**config.mk**
```make
export PLATFORM = sky130hd
export DESIGN_NAME = divisor_nb_ui
export DESIGN_NICKNAME = d
export VERILOG_FILES = /design/src/rtl/divisor_nb_ui_pkg.sv /design/src/rtl/divisor_nb_ui_serie.sv /design/src/rtl/divisor_nb_ui.sv
export SDC_FILE = /design/constraint.sdc
export NUM_CORES = 1
export LEC_CHECK = 0
export CAP_MARGIN = 20
export CORE_AREA = 2 2 106 108
export CTS_CLUSTER_SIZE = 25
export DETAILED_ROUTE_END_ITERATION = 6
export DIE_AREA = 0 0 108 110
export PLACE_DENSITY = 0.54
export SLEW_MARGIN = 0
export SYNTH_ARGS = -nofsm -noshare
export SYNTH_HDL_FRONTEND = slang
export SYNTH_SLANG_ARGS = --single-unit
```
**constraint.sdc**
```tcl
create_clock -name clk -period 3.3 [get_ports clk]
set_input_delay 0.495 -clock clk [delete_from_list [all_inputs] [get_ports clk]]
set_output_delay 0.495 -clock clk [all_outputs]
set_load 0.01 [all_outputs]
```
**src/rtl/divisor_nb_ui_pkg.sv**
```systemverilog
// Shared definitions for the button-driven divider front panel.
// Holds the stage codes shown on the stage LEDs and the state width.
package divisor_nb_ui_pkg;

    localparam int STATE_W = 3;

    typedef enum logic [STATE_W-1:0] {
        ST_ENTER_NUM = 3'd0,
        ST_ENTER_DEN = 3'd1,
        ST_CALC      = 3'd2,
        ST_SHOW_Q    = 3'd3,
        ST_SHOW_R    = 3'd4
    } state_t;

    // Buttons arrive as pad levels; a press is the rising edge of the internal level.
    function automatic logic press_edge(input logic level_now, input logic level_prev);
        return level_now & ~level_prev;
    endfunction

endpackage

```
**src/rtl/divisor_nb_ui_serie.sv**
```systemverilog
// Serial restoring divider: one quotient bit per clock, MSB first.
// A zero divisor finishes after one cycle with q = all ones and r = num.
module divisor_serie #(
    parameter int WIDTH = 8
) (
    input  logic             clk,
    input  logic             rst,
    input  logic             start,
    input  logic [WIDTH-1:0] num,
    input  logic [WIDTH-1:0] den,
    output logic             busy,
    output logic             done,
    output logic [WIDTH-1:0] q,
    output logic [WIDTH-1:0] r,
    output logic             div_zero
);

    localparam int CW = (WIDTH > 2) ? $clog2(WIDTH) : 1;
    localparam logic [CW-1:0] LAST_CNT = CW'(WIDTH - 1);
    localparam logic [CW-1:0] CNT_ONE  = CW'(1);

    logic             busy_q, busy_d;
    logic             zero_q, zero_d;
    logic [CW-1:0]    cnt_q, cnt_d;
    logic [WIDTH:0]   rem_q, rem_d;
    logic [WIDTH-1:0] quo_q, quo_d;
    logic [WIDTH-1:0] den_q, den_d;
    logic [WIDTH-1:0] q_q, q_d;
    logic [WIDTH-1:0] r_q, r_d;

    logic [WIDTH+1:0] trial;
    logic             borrow;
    logic [WIDTH:0]   rem_next;
    logic [WIDTH-1:0] quo_next;

    // quo_q starts as the numerator and shifts its bits into the remainder while
    // the quotient bits shift in from the bottom.
    always_comb begin
        trial    = {rem_q, quo_q[WIDTH-1]} - {2'b00, den_q};
        borrow   = trial[WIDTH+1];
        rem_next = borrow ? {rem_q[WIDTH-1:0], quo_q[WIDTH-1]} : trial[WIDTH:0];
        quo_next = {quo_q[WIDTH-2:0], ~borrow};
        done     = busy_q && (zero_q || (cnt_q == LAST_CNT));

        busy_d = busy_q;
        zero_d = zero_q;
        cnt_d  = cnt_q;
        rem_d  = rem_q;
        quo_d  = quo_q;
        den_d  = den_q;
        q_d    = q_q;
        r_d    = r_q;

        if (start && !busy_q) begin
            busy_d = 1'b1;
            zero_d = (den == '0);
            cnt_d  = '0;
            rem_d  = '0;
            quo_d  = num;
            den_d  = den;
        end else if (busy_q) begin
            if (zero_q) begin
                busy_d = 1'b0;
                q_d    = '1;
                r_d    = quo_q;
            end else begin
                rem_d = rem_next;
                quo_d = quo_next;
                cnt_d = cnt_q + CNT_ONE;
                if (done) begin
                    busy_d = 1'b0;
                    q_d    = quo_next;
                    r_d    = rem_next[WIDTH-1:0];
                end
            end
        end
    end

    always_ff @(posedge clk or posedge rst) begin
        if (rst) begin
            busy_q <= 1'b0;
            zero_q <= 1'b0;
            cnt_q  <= '0;
            rem_q  <= '0;
            quo_q  <= '0;
            den_q  <= '0;
            q_q    <= '0;
            r_q    <= '0;
        end else begin
            busy_q <= busy_d;
            zero_q <= zero_d;
            cnt_q  <= cnt_d;
            rem_q  <= rem_d;
            quo_q  <= quo_d;
            den_q  <= den_d;
            q_q    <= q_d;
            r_q    <= r_d;
        end
    end

    assign busy     = busy_q;
    assign q        = q_q;
    assign r        = r_q;
    assign div_zero = zero_q;

endmodule

```
**src/rtl/divisor_nb_ui.sv**
```systemverilog
// Divider front panel: operands entered with up/down/ok, result shown on leds.
// Holds the stage FSM, button edge detectors, operand counters and the leds mux.
module divisor_nb_ui
    import divisor_nb_ui_pkg::*;
#(
    parameter int WIDTH       = 8,
    parameter bit BTN_ACT_LOW = 1'b1
) (
    input  logic               clk,
    input  logic               rst,
    input  logic               up,
    input  logic               down,
    input  logic               ok,
    output logic [WIDTH-1:0]   leds,
    output logic [STATE_W-1:0] stage,
    output logic               busy,
    output logic               div_zero
);

    localparam logic [WIDTH-1:0] ONE = WIDTH'(1);

    logic             up_i, down_i, ok_i;
    logic             up_p, down_p, ok_p;
    logic [2:0]       btn_q, btn_d;
    state_t           state_q, state_d;
    logic [WIDTH-1:0] num_q, num_d;
    logic [WIDTH-1:0] den_q, den_d;
    logic             dz_q, dz_d;
    logic             start;

    logic             dv_busy, dv_done, dv_div_zero;
    logic [WIDTH-1:0] dv_q, dv_r;

    function automatic logic [WIDTH-1:0] step_operand(input logic [WIDTH-1:0] v,
                                                      input logic inc,
                                                      input logic dec);
        if (inc && !dec) begin
            return v + ONE;
        end else if (dec && !inc) begin
            return v - ONE;
        end
        return v;
    endfunction

    assign up_i   = BTN_ACT_LOW ? ~up   : up;
    assign down_i = BTN_ACT_LOW ? ~down : down;
    assign ok_i   = BTN_ACT_LOW ? ~ok   : ok;

    assign up_p   = press_edge(up_i,   btn_q[2]);
    assign down_p = press_edge(down_i, btn_q[1]);
    assign ok_p   = press_edge(ok_i,   btn_q[0]);
    assign btn_d  = {up_i, down_i, ok_i};

    assign start  = (state_q == ST_ENTER_DEN) && ok_p;

    divisor_serie #(.WIDTH(WIDTH)) u_div (
        .clk     (clk),
        .rst     (rst),
        .start   (start),
        .num     (num_q),
        .den     (den_q),
        .busy    (dv_busy),
        .done    (dv_done),
        .q       (dv_q),
        .r       (dv_r),
        .div_zero(dv_div_zero)
    );

    // ok always wins over up/down on the same edge; unused codes behave as ENTER_NUM.
    always_comb begin
        state_d = state_q;
        num_d   = num_q;
        den_d   = den_q;
        dz_d    = dz_q;
        leds    = num_q;

        case (state_q)
            ST_ENTER_DEN: begin
                leds = den_q;
                if (ok_p) begin
                    state_d = ST_CALC;
                end else begin
                    den_d = step_operand(den_q, up_p, down_p);
                end
            end
            ST_CALC: begin
                leds = '0;
                if (dv_done) begin
                    state_d = ST_SHOW_Q;
                    dz_d    = dv_div_zero;
                end
            end
            ST_SHOW_Q: begin
                leds = dv_q;
                if (ok_p) begin
                    state_d = ST_SHOW_R;
                end
            end
            ST_SHOW_R: begin
                leds = dv_r;
                if (ok_p) begin
                    state_d = ST_ENTER_NUM;
                    dz_d    = 1'b0;
                end
            end
            default: begin
                leds = num_q;
                if (ok_p) begin
                    state_d = ST_ENTER_DEN;
                end else begin
                    num_d = step_operand(num_q, up_p, down_p);
                end
            end
        endcase
    end

    always_ff @(posedge clk or posedge rst) begin
        if (rst) begin
            btn_q   <= '0;
            state_q <= ST_ENTER_NUM;
            num_q   <= '0;
            den_q   <= '0;
            dz_q    <= 1'b0;
        end else begin
            btn_q   <= btn_d;
            state_q <= state_d;
            num_q   <= num_d;
            den_q   <= den_d;
            dz_q    <= dz_d;
        end
    end

    assign stage    = state_q;
    assign busy     = dv_busy;
    assign div_zero = dz_q;

endmodule

```
==> summary.txt, run 1 <==
LEAKAGE: 2.120 nW
met1 GRT Util: 0.2814
worst hold path class: input port to async pin
met2 Use GR: 0.3005
layout cells sized above 1: 0.1086
Period minus WS final: 3.012 ns
unrepaired setup endpoints after global routing: false
via count: 3399
FP Rows: 38
total CTS buffers: 9
PostCTS Resize Cnt: 0
flop and latch count out of synthesis: 69
CP cell instances: nor2_4, a221oi_1, a31oi_1, clkdlybuf4s50_1
Worst Path Required: 2.80 ns
Core Area: 0.01070 sq mm
slowest CP cell: dfrtp_1
initial core utilization: 0.3916
DR vias/cell: 5.412
Final Max Tran Viols: 0
dpl ws: 0.1626 ns
TritonRoute pass-1 iters: 4
Area after DPL: 0.004504 sq mm
Hold Buf Count CTS: 0
Iter 0 DRT Violations: 188
clk_lat worst skew: 0.35 ns
n_diodes: 0
fraction of registers with async set/reset: 1.000
commonest non-fill, non-tap cell in the layout: nand2_1
clk slew on worst S/H paths: 0.08 ns
post-synthesis sequential area ratio: 0.4122
clk_skew: 0.008962 ns
Critical Path Sink: leds[0]
final net count: 514
DRC: 0
Die Height: 110 microns
power per standard cell area: 1147 mW/mm^2
CTS tree: built
number of global-route vias before repair: 3267
Top-Level Pins: 18
Mean Syn Cell Area: 8.951 sq um
slowest cell delay on critical path: 0.65 ns
area grow syn2layout: 13.23%
pin count of the biggest net entering global routing: 29
CP startpoint kind: flip-flop
Sequential Area: 0.001727 sq mm
Tightest Pin Transition: 0.7934 ns
multi-input combinational cell area: 0.002263 sq mm
Distinct cells, synth: 55
port bufs: 17
Fin Setup TNS: 0 ns
H-tree levels: 3
cell depth of the worst flop-to-flop path: 6
antenna violations before repair: 0
worst setup margin: 0.2882 ns
Ys Warns: 0
Mapped Area: 0.004189 sq mm
worst path arrival time: 2.52 ns
worst r2r src: u_div.rem_q[3]
gr ovfl total: 0
routability-driven placement congestion ratio: 0.8315
status: finished, final reports clean
Reg-to-Reg End: u_div.r[4]
ys flop type: dfrtp_1
Crit. Startpoint: stage[1]
r2r setup slk: 0.64 ns
first-pass GRT wire length: 17620 microns
Setup CP Type: flip-flop to output port
CTS sink cnt: 69
met3 Usage GRT: 0.03292
max_cap viols: 0
Synthesized Nets: 499
Post-synth EDFFs: 0
post-DP HPWL: 7684 microns
Fin. Hold Viols: 0
Horiz. Die Dim: 108 microns
maximum clock insertion buffer count: 2
most frequent cells in the layout: nand2_1, dfrtp_1, o21ai_0, nor2_1, a21oi_1
Rel. slew slack: 0.4711
Tot GR Track Use: 0.1956
final setup violation count: 0
Max IR drop VDD: 483.9 uV
final antenna-violating net count: 0
clk root buf: clkbuf_8
die area: 0.01188 sq mm
Detailed Route WL: 10500 microns
Gate Count Post-Synth: 468
Post CTS Setup Buffer Count: 0
fin area: 0.004743 sq mm
crit path max fanout: 19
Setup crit end kind: output port
Fill cells: 1076
global routing's busiest layer: met2
fin crit share: 0.9127
fmax: 332.0 MHz
Routed WL per cell: 16.72 microns
[synthesized netlist by cell type (3+ instances only)]
library cell | count | area, sq um
inv_1 | 24 | 90.09
o21a_1 | 4 | 30.03
a21oi_1 | 28 | 140.1
a31oi_1 | 10 | 62.56
nor2_1 | 30 | 112.6
o21ai_0 | 37 | 185.2
a21o_1 | 6 | 45.04
a221oi_1 | 8 | 70.07
a22oi_1 | 6 | 45.04
mux2i_1 | 8 | 80.08
and3_1 | 9 | 56.30
xor2_1 | 9 | 78.83
clkbuf_1 | 18 | 67.56
nand3_1 | 6 | 30.03
fa_1 | 3 | 60.06
mux2_2 | 10 | 112.6
ha_1 | 23 | 287.8
o22ai_1 | 14 | 87.58
dfrtp_1 | 69 | 1727
or2_2 | 3 | 18.77
nand2_1 | 79 | 296.5
o21ai_1 | 7 | 35.03
nor3_1 | 6 | 30.03
o211ai_1 | 3 | 22.52
xnor2_1 | 8 | 70.07
[sequential cells by signal, indices dropped and copies added, names as in the netlist]
register	cells
u_div.rem_q	9
u_div.div_zero	1
den_q	8
u_div.den_q	8
u_div.r	8
u_div.cnt_q	3
num_q	8
u_div.busy	1
u_div.q	8
stage	3
div_zero	1
btn_q	3
u_div.quo_q	8
[logic make-up (layout without fill, tap and decap cells)]
family          count (synthesis)  count (layout)  share of synthesized area
fa+ha+maj                      26              26                    0.08304
mux                            19              19                    0.04958
compound gates                144             144                     0.2177
xor+xnor                       17              17                    0.03555
flops                          69              69                     0.4122
buf+inv                        48              68                    0.04868
simple gates                  145             145                     0.1532
[through the flow]
stage / power, W / hold slack (ns) / cells / utilization
floorplan: 0.003700 / 0.4589 / 468 / -
global placement: 0.004555 / 0.4863 / 612 / 0.4211
detailed placement: 0.004592 / 0.4928 / 612 / 0.4211
CTS: 0.005464 / 0.4387 / 628 / 0.4434
global route: 0.005942 / 0.4666 / 628 / 0.4434
finish: 0.005439 / 0.4443 / 628 / 0.4434
[critical path, delay by kind of cell (launching register included)]
kind	cells	cell delay (ns)
compound gates	2	0.42
buf+inv	1	0.62
flops	1	0.65
simple gates	1	0.48
[metal layers]
metal	wire, microns	part of all wire	up-vias
li1	-	-	1698
met2	4810	0.46	64
met5	0	0	-
met3	389	0.037	7
met1	5209	0.50	1630
met4	91	0.0087	0
[where the power goes]
group | internal, W | switching (W)
clock network | 0.000502 | 0.000344
registers | 0.00120 | 0.000480
logic | 0.00131 | 0.00161
total | 0.00301 | 0.00243
[worst min path at each step]
stage                     slack (ns)  depth (start not counted)              to        from
after floorplan                 0.46                          2      u_div.r[0]  u_div.r[0]
after global placement          0.49                          2      u_div.r[0]  u_div.r[0]
after detailed placement        0.49                          2      u_div.r[0]  u_div.r[0]
after CTS                       0.44                          2  u_div.rem_q[5]         rst
after global routing            0.47                          2  u_div.rem_q[4]         rst
final                           0.44                          2  u_div.quo_q[7]         rst
[final cells by class]
| type | instances | area share |
|---|---|---|
| clock inverters | 6 | 0.02348 |
| repair buffers | 27 | 0.05170 |
| flip-flops and latches | 69 | 0.3640 |
| clock buffers | 10 | 0.02691 |
| inverters | 25 | 0.01978 |
| well taps | 140 | 0.03693 |
| multi-input cells | 351 | 0.4772 |
Power figures use the tool's default switching activity.
==> inputs of run 2 (changes only) <==
Settings changed: SLEW_MARGIN 0 to 15.
==> results of run 2 <==
Same layout as run 1: the final DEF is identical, and so are final timing and power.
==> inputs of run 3 (changes only) <==
Settings changed: ABC_AREA set to 1, CORE_AREA 2 2 106 108 to 2 2 105 107, DIE_AREA 0 0 108 110 to 0 0 107 109, SLEW_MARGIN 15 to 20.
==> summary.txt, run 3 <==
Final Max Tran Viols: 0 (unchanged)
port bufs: 17 (unchanged)
clk slew on worst S/H paths: 0.08 ns (about the same)
gr ovfl total: 0 (unchanged)
Critical Path Most Common Cell: nand2_1
Rel. slew slack: 0.4107 (-0.06035)
P_sw: 0.002629 W (+8.0%)
Fin Setup TNS: 0 ns (unchanged)
CTS tree: built
n_diodes: 0 (unchanged)
DR vias/cell: 5.063 (-6.5%)
Tightest Pin Transition: 0.8839 ns (+0.09052 ns)
clk_skew: 0.01220 ns (+0.003236 ns)
DRC: 0 (unchanged)
PostCTS Resize Cnt: 0 (unchanged)
initial core utilization: 0.3874 (-0.004159)
Flop pwr share: 0.283 (-0.025)
Detailed Route WL: 10570 microns (+0.65%)
fraction of registers with async set/reset: 1.000 (unchanged)
CP cell instances: clkdlybuf4s50_1, or2_2, ha_1, inv_1, buf_4, ha_1, a21oi_1, nand2_1, nand2_1, nand2_1, a21oi_1, xor2_1, o21ai_1
Post CTS Setup Buffer Count: 0 (unchanged)
Routed WL per cell: 15.19 microns (-9.2%)
synth top area cells: dfrtp_1, nand2_1, ha_1, inv_1, a21oi_1
Synth area leader: dfrtp_1
post-DP HPWL: 7781 microns (+1.3%)
most frequent cells in the layout: nand2_1, dfrtp_1, inv_1, a21oi_1, o21ai_0
Setup CP Type: input port to flip-flop
clk_lat worst skew: 0.35 ns (about the same)
met3 routed wirelength: 386 microns (-0.77%)
first-pass GRT wire length: 18050 microns (+2.5%)
fmax: 361.1 MHz (+8.7%)
Gate Count Post-Synth: 527 (+13%)
LEAKAGE: 2.355 nW (+11%)
post-synth top area share: 0.4203 (+0.008161)
worst setup margin: 0.5304 ns (+0.2421 ns)
power per standard cell area: 1186 mW/mm^2 (+3.4%)
worst path arrival time: 3.00 ns (+0.48 ns)
die area: 0.01166 sq mm (-1.8%)
Period minus WS final: 2.770 ns (-0.2422 ns)
flop and latch count out of synthesis: 69 (unchanged)
Ys Warns: 0 (unchanged)
r2r setup slk: 0.77 ns (+0.13 ns)
Distinct cells, synth: 39 (-29%)
Iter 0 DRT Violations: 261 (+39%)
commonest non-fill, non-tap cell in the layout: nand2_1
clk root buf: clkbuf_8
cell depth of the worst flop-to-flop path: 12 (+6)
ys flop type: dfrtp_1
placed cell count: 680 (+11%)
routability-driven placement congestion ratio: 0.8534 (+2.6%)
Fin. Hold Viols: 0 (unchanged)
max_cap viols: 0 (unchanged)
Core Area: 0.01060 sq mm (-0.89%)
final net count: 582 (+13%)
Reg-to-Reg End: num_q[6]
met1 WL: 4962 microns (-4.7%)
crit path max fanout: 11 (-8)
dpl ws: 0.1617 ns (-0.0009110 ns)
Fill cells: 1088 (+1.1%)
Mean Syn Cell Area: 7.794 sq um (-13%)
layout cells sized above 1: 0.08273 (-0.02587)
slowest cell delay on critical path: 0.41 ns (-0.24 ns)
Synth top cells by count: nand2_1, dfrtp_1, inv_1, a21oi_1, o21ai_0
metal2 WL: 4943 microns (+2.8%)
TritonRoute pass-1 iters: 4 (unchanged)
Finished Layout Cells: 696 (+11%)
clock share of power: 0.154 (-0.002)
unrepaired setup endpoints after global routing: false
most common cell in the netlist: nand2_1
Crit. Startpoint: down
final antenna-violating net count: 0 (unchanged)
status: finished, final reports clean
maximum clock insertion buffer count: 2 (unchanged)
most flop-heavy register: u_div.rem_q
via count: 3524 (+3.7%)
H-tree levels: 3 (unchanged)
Hold Buf Count CTS: 0 (unchanged)
Setup crit end kind: flip-flop
total CTS buffers: 9 (unchanged)
area grow syn2layout: 14.01%
post-synthesis sequential area ratio: 0.4203 (+0.008161)
Cell Int Power: 0.002927 W (-2.6%)
Critical Path Sink: num_q[6]
number of flip-flops in the largest register: 9 (unchanged)
Synthesized Nets: 558 (+12%)
antenna violations before repair: 0 (unchanged)
Post-synth EDFFs: 0 (unchanged)
switch share: 0.4732 (+0.02581)
Comb pwr share: 0.563 (+0.027)
slowest CP cell: clkdlybuf4s50_1
worst r2r src: btn_q[1]
uppermost routed layer: met4
FP Rows: 38 (unchanged)
worst hold path class: flip-flop to flip-flop
Mapped Area: 0.004108 sq mm (-1.9%)
fin crit share: 0.8393 (-0.07338)
number of global-route vias before repair: 3556 (+8.8%)
Die Height: 109 microns (-0.91%)
Max IR drop VDD: 437.5 uV (-9.6%)
Top-Level Pins: 18 (unchanged)
Tot GR Track Use: 0.2009 (+0.005271)
Horiz. Die Dim: 107 microns (-0.93%)
pin count of the biggest net entering global routing: 70 (+140%)
CTS sink cnt: 69 (unchanged)
CP startpoint kind: input port
Worst Path Required: 3.53 ns (+0.73 ns)
final setup violation count: 0 (unchanged)
## run 3: cells by family (layout without fill, tap and decap cells)
group,Yosys count,count (layout),synth area share
compound gates,95,95,0.1304
xor+xnor,12,12,0.02741
fa+ha+maj,26,26,0.08468
buf+inv,75,104,0.07401
flops,69,69,0.4203
simple gates,250,250,0.2632
## run 3: final cells by class
cell class / instances / area, sq um / share of cell area
clock buffer: 9 / 123.9 / 0.02645
tap: 140 / 175.2 / 0.03740
sequential: 69 / 1727 / 0.3687
multi-input combinational: 383 / 2077 / 0.4435
timing repair buffer: 23 / 215.2 / 0.04595
clock inverter: 7 / 121.4 / 0.02591
inverter: 65 / 244.0 / 0.05210
## run 3: worst max-delay path: cells and delay by family
kind,cells,cell delay (ns)
compound gates,3,0.37
xor+xnor,1,0.17
fa+ha+maj,2,0.49
buf+inv,3,0.94
simple gates,4,0.51
## run 3: power groups by stage
| stage | combinational [W] | clock (W) | sequential (W) |
|---|---|---|---|
| 2_1_floorplan | 0.00227 | 0 | 0.00147 |
| 3_3_place_gp | 0.00309 | 0 | 0.00159 |
| 3_5_place_dp | 0.00313 | 0 | 0.00159 |
| 4_1_cts | 0.00315 | 0.000880 | 0.00157 |
| 5_1_grt | 0.00362 | 0.000916 | 0.00163 |
| 6_report | 0.00313 | 0.000857 | 0.00157 |
## run 3: routing by layer
layer	vias to the layer above	global-route usage
met3	18	0.03527
met2	74	0.3321
met4	0	0.06772
met5	-	0
met1	1646	0.2680
li1	1786	-
## run 3: worst min path at each step
stage          startpoint          to  slack, ns  depth (start not counted)
3_5_place_dp   u_div.r[2]  u_div.r[2]       0.47                          2
5_1_grt        u_div.r[4]  u_div.r[4]       0.50                          2
3_3_place_gp   u_div.r[5]  u_div.r[5]       0.47                          2
6_report       u_div.r[4]  u_div.r[4]       0.49                          2
4_1_cts        u_div.r[4]  u_div.r[4]       0.49                          2
2_1_floorplan  u_div.r[0]  u_div.r[0]       0.45                          2
## run 3: metrics by stage
stage                     cell area, sq um  utilization  total power, W  hold slack [ns]
after floorplan                       4108            -        0.003740           0.4491
after global placement                4438       0.4186        0.004673           0.4668
after detailed placement              4438       0.4186        0.004719           0.4693
after CTS                             4683       0.4417        0.005604           0.4919
after global routing                  4683       0.4417        0.006158           0.5033
final                                 4683       0.4417        0.005556           0.4860
